## src/rtl/bias_accum_sequencer_pkg.sv

```systemverilog
// Shared types and constants for the bias accumulate/saturate sequencer.
package bias_seq_pkg;

  localparam int DEF_DW = 18;

  typedef enum logic [1:0] {
    ST_IDLE  = 2'd0,
    ST_ACCUM = 2'd1,
    ST_BIAS  = 2'd2,
    ST_OUT   = 2'd3
  } state_e;

  localparam logic [DEF_DW-1:0] SAT_MAX = {1'b0, {(DEF_DW-1){1'b1}}};
  localparam logic [DEF_DW-1:0] SAT_MIN = {1'b1, {(DEF_DW-1){1'b0}}};

  // Accumulator width: room for N_PASS inputs plus one bias word without overflow.
  function automatic int acc_w(input int dw, input int n_pass);
    return dw + $clog2(n_pass + 1) + 1;
  endfunction

endpackage

```

## src/rtl/bias_accum_sequencer_if.sv

```systemverilog
// Start/stream/bias-bank/status bundle between the adder trees, bias banks and next-layer buffer.
interface bias_accum_sequencer_if #(
  parameter int N_adder_tree = 16,
  parameter int DW           = 18,
  parameter int N_GROUPS     = 4
);
  localparam int GW = (N_GROUPS > 1) ? $clog2(N_GROUPS) : 1;

  logic                       start;
  logic                       in_valid;
  logic                       in_ready;
  logic [N_adder_tree*DW-1:0] in_data;
  logic [GW-1:0]              bias_sel;
  logic [N_adder_tree*DW-1:0] bias_data;
  logic                       out_valid;
  logic                       out_ready;
  logic [N_adder_tree*DW-1:0] out_data;
  logic [GW-1:0]              out_group;
  logic                       busy;
  logic                       done;

  modport master (
    output start, in_valid, in_data, bias_data, out_ready,
    input  in_ready, bias_sel, out_valid, out_data, out_group, busy, done
  );

  modport slave (
    input  start, in_valid, in_data, bias_data, out_ready,
    output in_ready, bias_sel, out_valid, out_data, out_group, busy, done
  );

endinterface

```

## src/rtl/bias_accum_sequencer_sat_lane.sv

```systemverilog
// One lane: sign-extended partial-sum accumulation, bias add and saturation to DW bits.
module bias_sat_lane #(
  parameter int DW    = 18,
  parameter int ACC_W = 21
) (
  input  logic          clk,
  input  logic          rst_n,
  input  logic          acc_clr,
  input  logic          acc_en,
  input  logic          bias_en,
  input  logic [DW-1:0] in_lane,
  input  logic [DW-1:0] bias_lane,
  output logic [DW-1:0] out_lane
);

  localparam logic signed [ACC_W-1:0] SAT_HI = {{(ACC_W-DW+1){1'b0}}, {(DW-1){1'b1}}};
  localparam logic signed [ACC_W-1:0] SAT_LO = {{(ACC_W-DW+1){1'b1}}, {(DW-1){1'b0}}};

  logic signed [ACC_W-1:0] acc_r;
  logic signed [ACC_W-1:0] in_ext_s;
  logic signed [ACC_W-1:0] bias_ext_s;
  logic signed [ACC_W-1:0] sum_s;
  logic [DW-1:0]           sat_s;
  logic [DW-1:0]           out_r;

  assign in_ext_s   = {{(ACC_W-DW){in_lane[DW-1]}}, in_lane};
  assign bias_ext_s = {{(ACC_W-DW){bias_lane[DW-1]}}, bias_lane};
  assign out_lane   = out_r;

  // Bias add and clamp to the signed DW range.
  always_comb begin
    sum_s = acc_r + bias_ext_s;
    sat_s = sum_s[DW-1:0];
    if (sum_s > SAT_HI) begin
      sat_s = {1'b0, {(DW-1){1'b1}}};
    end else if (sum_s < SAT_LO) begin
      sat_s = {1'b1, {(DW-1){1'b0}}};
    end else begin
      sat_s = sum_s[DW-1:0];
    end
  end

  // Partial-sum accumulator.
  always_ff @(posedge clk or negedge rst_n) begin
    if (!rst_n) begin
      acc_r <= {ACC_W{1'b0}};
    end else if (acc_clr) begin
      acc_r <= {ACC_W{1'b0}};
    end else if (acc_en) begin
      acc_r <= acc_r + in_ext_s;
    end else begin
      acc_r <= acc_r;
    end
  end

  // Result register, loaded once per group and held through backpressure.
  always_ff @(posedge clk or negedge rst_n) begin
    if (!rst_n) begin
      out_r <= {DW{1'b0}};
    end else if (bias_en) begin
      out_r <= sat_s;
    end else begin
      out_r <= out_r;
    end
  end

endmodule

```

## src/rtl/bias_accum_sequencer.sv

```systemverilog
// Per-layer bias sequencer: accumulates N_PASS vectors per group, adds the group's bias bank, saturates.
module bias_accum_sequencer
  import bias_seq_pkg::*;
#(
  parameter int N_adder_tree = 16,
  parameter int DW           = 18,
  parameter int N_GROUPS     = 4,
  parameter int N_PASS       = 3
) (
  input logic              clk,
  input logic              rst_n,
  bias_accum_sequencer_if.slave bus
);

  localparam int ACC_W = acc_w(DW, N_PASS);
  localparam int GW    = (N_GROUPS > 1) ? $clog2(N_GROUPS) : 1;
  localparam int PW    = (N_PASS > 1) ? $clog2(N_PASS) : 1;
  localparam logic [PW-1:0] LAST_PASS  = PW'(N_PASS - 1);
  localparam logic [GW-1:0] LAST_GROUP = GW'(N_GROUPS - 1);

  state_e                     state_r;
  state_e                     state_nx;
  logic [PW-1:0]              pass_r;
  logic [GW-1:0]              group_r;
  logic [GW-1:0]              out_group_r;
  logic                       done_r;
  logic                       acc_clr_s;
  logic                       acc_en_s;
  logic                       bias_en_s;
  logic                       pass_clr_s;
  logic                       pass_inc_s;
  logic                       grp_clr_s;
  logic                       grp_inc_s;
  logic                       done_nx_s;
  logic [N_adder_tree*DW-1:0] out_data_s;

  assign bus.in_ready  = (state_r == ST_ACCUM);
  assign bus.out_valid = (state_r == ST_OUT);
  assign bus.busy      = (state_r != ST_IDLE);
  assign bus.done      = done_r;
  assign bus.bias_sel  = group_r;
  assign bus.out_group = out_group_r;
  assign bus.out_data  = out_data_s;

  // State register.
  always_ff @(posedge clk or negedge rst_n) begin
    if (!rst_n) begin
      state_r <= ST_IDLE;
    end else begin
      state_r <= state_nx;
    end
  end

  // Next-state and datapath enables.
  always_comb begin
    state_nx   = state_r;
    acc_clr_s  = 1'b0;
    acc_en_s   = 1'b0;
    bias_en_s  = 1'b0;
    pass_clr_s = 1'b0;
    pass_inc_s = 1'b0;
    grp_clr_s  = 1'b0;
    grp_inc_s  = 1'b0;
    done_nx_s  = 1'b0;
    case (state_r)
      ST_IDLE: begin
        if (bus.start) begin
          state_nx   = ST_ACCUM;
          acc_clr_s  = 1'b1;
          pass_clr_s = 1'b1;
          grp_clr_s  = 1'b1;
        end else begin
          state_nx = ST_IDLE;
        end
      end
      ST_ACCUM: begin
        if (bus.in_valid) begin
          acc_en_s = 1'b1;
          if (pass_r == LAST_PASS) begin
            state_nx   = ST_BIAS;
            pass_clr_s = 1'b1;
          end else begin
            state_nx   = ST_ACCUM;
            pass_inc_s = 1'b1;
          end
        end else begin
          state_nx = ST_ACCUM;
        end
      end
      ST_BIAS: begin
        bias_en_s = 1'b1;
        state_nx  = ST_OUT;
      end
      ST_OUT: begin
        if (bus.out_ready) begin
          if (group_r == LAST_GROUP) begin
            state_nx  = ST_IDLE;
            grp_clr_s = 1'b1;
            done_nx_s = 1'b1;
          end else begin
            state_nx   = ST_ACCUM;
            grp_inc_s  = 1'b1;
            acc_clr_s  = 1'b1;
            pass_clr_s = 1'b1;
          end
        end else begin
          state_nx = ST_OUT;
        end
      end
      default: begin
        state_nx = ST_IDLE;
      end
    endcase
  end

  // Pass/group counters, output group tag and done pulse.
  always_ff @(posedge clk or negedge rst_n) begin
    if (!rst_n) begin
      pass_r      <= PW'(0);
      group_r     <= GW'(0);
      out_group_r <= GW'(0);
      done_r      <= 1'b0;
    end else begin
      if (pass_clr_s) begin
        pass_r <= PW'(0);
      end else if (pass_inc_s) begin
        pass_r <= pass_r + PW'(1);
      end else begin
        pass_r <= pass_r;
      end
      if (grp_clr_s) begin
        group_r <= GW'(0);
      end else if (grp_inc_s) begin
        group_r <= group_r + GW'(1);
      end else begin
        group_r <= group_r;
      end
      if (bias_en_s) begin
        out_group_r <= group_r;
      end else begin
        out_group_r <= out_group_r;
      end
      done_r <= done_nx_s;
    end
  end

  for (genvar i = 0; i < N_adder_tree; i++) begin : g_lane
    bias_sat_lane #(
      .DW    (DW),
      .ACC_W (ACC_W)
    ) u_lane (
      .clk       (clk),
      .rst_n     (rst_n),
      .acc_clr   (acc_clr_s),
      .acc_en    (acc_en_s),
      .bias_en   (bias_en_s),
      .in_lane   (bus.in_data[i*DW +: DW]),
      .bias_lane (bus.bias_data[i*DW +: DW]),
      .out_lane  (out_data_s[i*DW +: DW])
    );
  end

endmodule

```

## src/flat_wrapper.sv

```systemverilog
// flat-port wrapper written by rule: the top's interface ports become plain ports
module bias_accum_sequencer_flat import bias_seq_pkg::*;
#(
  parameter int N_adder_tree = 16,
  parameter int DW           = 18,
  parameter int N_GROUPS     = 4,
  parameter int N_PASS       = 3
)
  (clk, rst_n, bus_start, bus_in_valid, bus_in_data, bus_bias_data, bus_out_ready, bus_in_ready, bus_bias_sel, bus_out_valid, bus_out_data, bus_out_group, bus_busy, bus_done);
  bias_accum_sequencer_if #(.N_adder_tree(N_adder_tree), .DW(DW), .N_GROUPS(N_GROUPS)) bus_i ();
  input logic clk;
  input logic rst_n;
  input wire logic [$bits(bus_i.start)-1:0] bus_start;
  input wire logic [$bits(bus_i.in_valid)-1:0] bus_in_valid;
  input wire logic [$bits(bus_i.in_data)-1:0] bus_in_data;
  input wire logic [$bits(bus_i.bias_data)-1:0] bus_bias_data;
  input wire logic [$bits(bus_i.out_ready)-1:0] bus_out_ready;
  output wire logic [$bits(bus_i.in_ready)-1:0] bus_in_ready;
  output wire logic [$bits(bus_i.bias_sel)-1:0] bus_bias_sel;
  output wire logic [$bits(bus_i.out_valid)-1:0] bus_out_valid;
  output wire logic [$bits(bus_i.out_data)-1:0] bus_out_data;
  output wire logic [$bits(bus_i.out_group)-1:0] bus_out_group;
  output wire logic [$bits(bus_i.busy)-1:0] bus_busy;
  output wire logic [$bits(bus_i.done)-1:0] bus_done;
  assign bus_i.start = bus_start;
  assign bus_i.in_valid = bus_in_valid;
  assign bus_i.in_data = bus_in_data;
  assign bus_i.bias_data = bus_bias_data;
  assign bus_i.out_ready = bus_out_ready;
  assign bus_in_ready = bus_i.in_ready;
  assign bus_bias_sel = bus_i.bias_sel;
  assign bus_out_valid = bus_i.out_valid;
  assign bus_out_data = bus_i.out_data;
  assign bus_out_group = bus_i.out_group;
  assign bus_busy = bus_i.busy;
  assign bus_done = bus_i.done;
  bias_accum_sequencer #(.N_adder_tree(N_adder_tree), .DW(DW), .N_GROUPS(N_GROUPS), .N_PASS(N_PASS)) u_core (.clk(clk), .rst_n(rst_n), .bus(bus_i));
endmodule
```

## config.mk

```make
export PLATFORM = sky130hd
export DESIGN_NAME = bias_accum_sequencer_flat
export DESIGN_NICKNAME = d
export VERILOG_FILES = /design/src/rtl/bias_accum_sequencer_pkg.sv /design/src/rtl/bias_accum_sequencer_if.sv /design/src/rtl/bias_accum_sequencer_sat_lane.sv /design/src/rtl/bias_accum_sequencer.sv /design/src/flat_wrapper.sv
export SDC_FILE = /design/constraint.sdc
export NUM_CORES = 2
export LEC_CHECK = 0
export BUFFER_PORTS_ARGS = -buffer_cell sky130_fd_sc_hd__buf_2
export CAP_MARGIN = 20
export CORE_MARGIN = 2
export CORE_UTILIZATION = 42
export CTS_CLUSTER_DIAMETER = 30
export DETAILED_ROUTE_END_ITERATION = 6
export GPL_ROUTABILITY_DRIVEN = 0
export SLEW_MARGIN = 20
export SYNTH_ARGS = -nofsm -noshare
export SYNTH_HDL_FRONTEND = slang
export SYNTH_SLANG_ARGS = --single-unit
```

## constraint.sdc

```tcl
create_clock -name clk -period 3.2 [get_ports clk]
set_clock_uncertainty 0.2 [all_clocks]
set_input_delay 0 -clock clk [delete_from_list [all_inputs] [get_ports clk]]
set_output_delay 0 -clock clk [all_outputs]
set_load 0.1 [all_outputs]
```

==> metrics.txt <==
status finished with violations; failing checks design-rule violations, negative setup slack; Residual DRC 1; DIE AREA 0.132 sq mm; largest net degree at the start of global routing 84; Setup crit end kind flip-flop; WL/cell 20.8 microns; Pre-Repair DR Iteration Count 7; antenna violations before repair 87; clock slew seen by the registers of the worst setup and hold paths 40 ps; Post-synth EDFFs 0; main combinational cell family by area after synthesis compound AO/OA/AOI/OAI gates; Data arrival, critical path 4020 ps; mux contribution to synthesized area 0.420%; r2r setup slk -340 ps; worst hold-check path type input pin to flip-flop; minimum hold slack 51.3 ps; Die W 363 microns; Final Hold Viols 0; Synth-to-Final Area Change 61.8%; FF-to-FF End u_core.g_lane[11].u_lane.out_lane[12]; CTS H-Tree Depth 4; Max-Cap Viols 0; Synth Cell Area 0.0542 sq mm; sequential fraction of the synthesis area 29.2%; commonest non-fill, non-tap cell in the layout dlygate4sd3_1; total track usage 31.3%; PD cells 1120 mW/mm^2; Leak 41.2 nW; worst setup path class flip-flop to flip-flop; Initial Util 42.4%; RSZ-0062 raised after global routing yes; #FFs+latches synth 633; nets 10300; FF-to-FF path depth 13; slew margin rel. 35.7%; CTS tree yes; Ports 877; fin. max-slew vios 0; VDD IR max 1.21 mV; Slew @ Worst Pin 964 ps; period utilization 111%; most frequent cells in the layout 899 x dlygate4sd3_1, 875 x buf_2, 721 x buf_4; gr ovfl total 0; fmax 0.282 GHz; Place WS -458 ps; DRT antenna net count 0; Final HPWL DP 149000 microns; CTS Buffer Depth 3; Setup violations, final 285; synthesized-area fraction occupied by adder cells 16.1%; Cell Rows 131; hold wc startpoint bus_in_data[107]; Min-Delay Path Depth 5; WHS Endpoint u_core.g_lane[5].u_lane.acc_r[20]; I/O Buffers 876; CTS Buf Count 195; first-pass GRT wire length 331000 microns; Syn Nets 7681; Routed WL 227000 microns; Post-synth ARST share 100%; CP required 3680 ps; Top FF cell, synth dfrtp_1; synth unique cells 92; shortest period the worst path allows 3540 ps; via count 62300; Die Ht 363 microns; Setup WS post-layout -342 ps; Mapped Avg Cell Area 8.44 sq um; Skew-Pair Late Insertion Delay 810 ps; Synth Area in Compound Gates 25.5%; Avg Vias per Cell 5.70; worst r2r src u_core.g_lane[11].u_lane.acc_r[2]; simple-gate share of the synthesized area 17.9%; Yosys warnings 0; initial drt markers 4603; total clock sinks 633; core area 0.128 sq mm; XOR/XNOR Fraction of Synth Area 7.90%; vias in the first global route 61300; layout cells sized above 1 30.6%; critical path fanouts, max 14; Clock Tree Root clkbuf_16; Cells after Synth 6421; Critical Path Source Type flip-flop
[kinds of logic (layout without fill, tap and decap cells)]
logic type | after synthesis | after routing
AO/OA/AOI/OAI | 2095 | 2102
XOR/XNOR | 489 | 489
other | 0 | 82
AND/OR/NAND/NOR | 2105 | 2108
flip-flops | 633 | 633
buffers and inverters | 398 | 3148
multiplexers | 22 | 22
adder cells (fa/ha/maj) | 679 | 679
[registers in the layout, summed over array words and instances, names as in the netlist]
register	count
u_core.pass_r	2
u_core.state_r	2
u_core.bus.out_group	2
u_core.bus.bias_sel	2
u_core.bus.done	1
u_core.g_lane.u_lane.acc_r	336
u_core.g_lane.u_lane.out_lane	288
[routing by layer]
metal  GRT usage [%]  vias to the layer above  part of all wire, %
li1                -                    29000                    -
met1            36.8                    29600                   39
met2            51.7                     2675                   46
met3            7.56                      953                  7.8
met4            18.7                       38                  6.4
met5               0                        -                 0.10
[cell usage after synthesis, drive strengths merged, types with 20 or more instances]
cell type | count | area share (%)
nor2 | 565 | 3.9
buf | 56 | 0.56
dfrtp | 633 | 29
clkbuf | 163 | 1.1
a2111oi | 23 | 0.41
a31o | 20 | 0.32
nand3 | 140 | 1.3
a221o | 72 | 1.4
o21bai | 64 | 0.89
nand2 | 734 | 5.1
a21oi | 786 | 7.3
and2 | 42 | 0.48
nand3b | 26 | 0.36
or2 | 28 | 0.32
and3 | 63 | 0.73
or3 | 54 | 0.62
nand4 | 21 | 0.24
nor3 | 154 | 1.4
xor2 | 117 | 1.9
nand2b | 72 | 0.83
nor3b | 20 | 0.28
ha | 647 | 15
o31ai | 40 | 0.60
inv | 179 | 1.2
xnor2 | 372 | 6.0
o21a | 90 | 1.2
o21ai | 294 | 2.7
nor2b | 124 | 1.4
fa | 32 | 1.2
a311o | 70 | 1.3
or4 | 20 | 0.29
a211o | 30 | 0.48
o211ai | 31 | 0.43
a31oi | 65 | 0.76
nor4 | 24 | 0.28
a211oi | 102 | 1.4
a21o | 203 | 2.8
[worst max-delay path, cell delays in order (launching register included)]
cell and delay [ps]:
dfrtp_1 400, ha_4 260, buf_6 120, o211ai_1 220, o211ai_1 170, a41oi_2 260, o211ai_1 190, a31o_2 320
a211oi_4 290, nand2_2 110, nor4_4 350, nor3_4 90, buf_12 170, a311o_1 270
[power breakdown]
part	internal (mW)	leakage, nW	switching [mW]	total [mW]
clock	14.9	3.53	6.03	20.9
combinational	25.8	29.9	37.4	63.2
sequential	11.2	7.79	2.75	13.9
total	51.9	41.2	46.1	98.1
[repair_timing]
| item | CTS | global route |
|---|---|---|
| buffers inserted | 62 | 104 |
| resized for setup | 262 | 581 |
| endpoints found under the setup margin | 309 | 404 |
| endpoints found under the hold margin | 1264 | 0 |
| cloned | 10 | 12 |
| pin swaps | 160 | 359 |
| hold buffers | 915 | 0 |
[stage by stage]
stage	power, mW	area (sq um)	util, %	TNS, ps	instances
2_1_floorplan	50.1	54900	-	-6630	6421
3_3_place_gp	63.3	65900	51.5	-64590	9403
3_5_place_dp	64.0	65900	51.5	-79150	9403
4_1_cts	91.7	84100	65.8	-32920	10800
5_1_grt	103	87700	68.6	-92220	10900
6_report	98.1	87700	68.6	-54940	10900
[final cells by class]
cell class | count | area [sq um]
multi-input combinational | 5400 | 41200
inverter | 179 | 677
clock inverter | 97 | 1550
timing repair buffer | 2602 | 20600
tap | 1662 | 2080
sequential | 633 | 15900
clock buffer | 270 | 5600
antenna | 82 | 205
fill | 9394 | 40100
[worst max path at each step]
stage                                           start                                     to  cells past startpoint
global placement    u_core.g_lane[11].u_lane.acc_r[0]  u_core.g_lane[11].u_lane.out_lane[15]                     14
finish              u_core.g_lane[11].u_lane.acc_r[2]  u_core.g_lane[11].u_lane.out_lane[12]                     13
detailed placement  u_core.g_lane[11].u_lane.acc_r[0]  u_core.g_lane[11].u_lane.out_lane[15]                     14
floorplan            u_core.g_lane[0].u_lane.acc_r[0]   u_core.g_lane[0].u_lane.out_lane[10]                     15
CTS                 u_core.g_lane[15].u_lane.acc_r[0]     u_core.g_lane[15].u_lane.acc_r[18]                     13
global route        u_core.g_lane[11].u_lane.acc_r[2]   u_core.g_lane[11].u_lane.out_lane[3]                     13
Power figures use the tool's default switching activity.
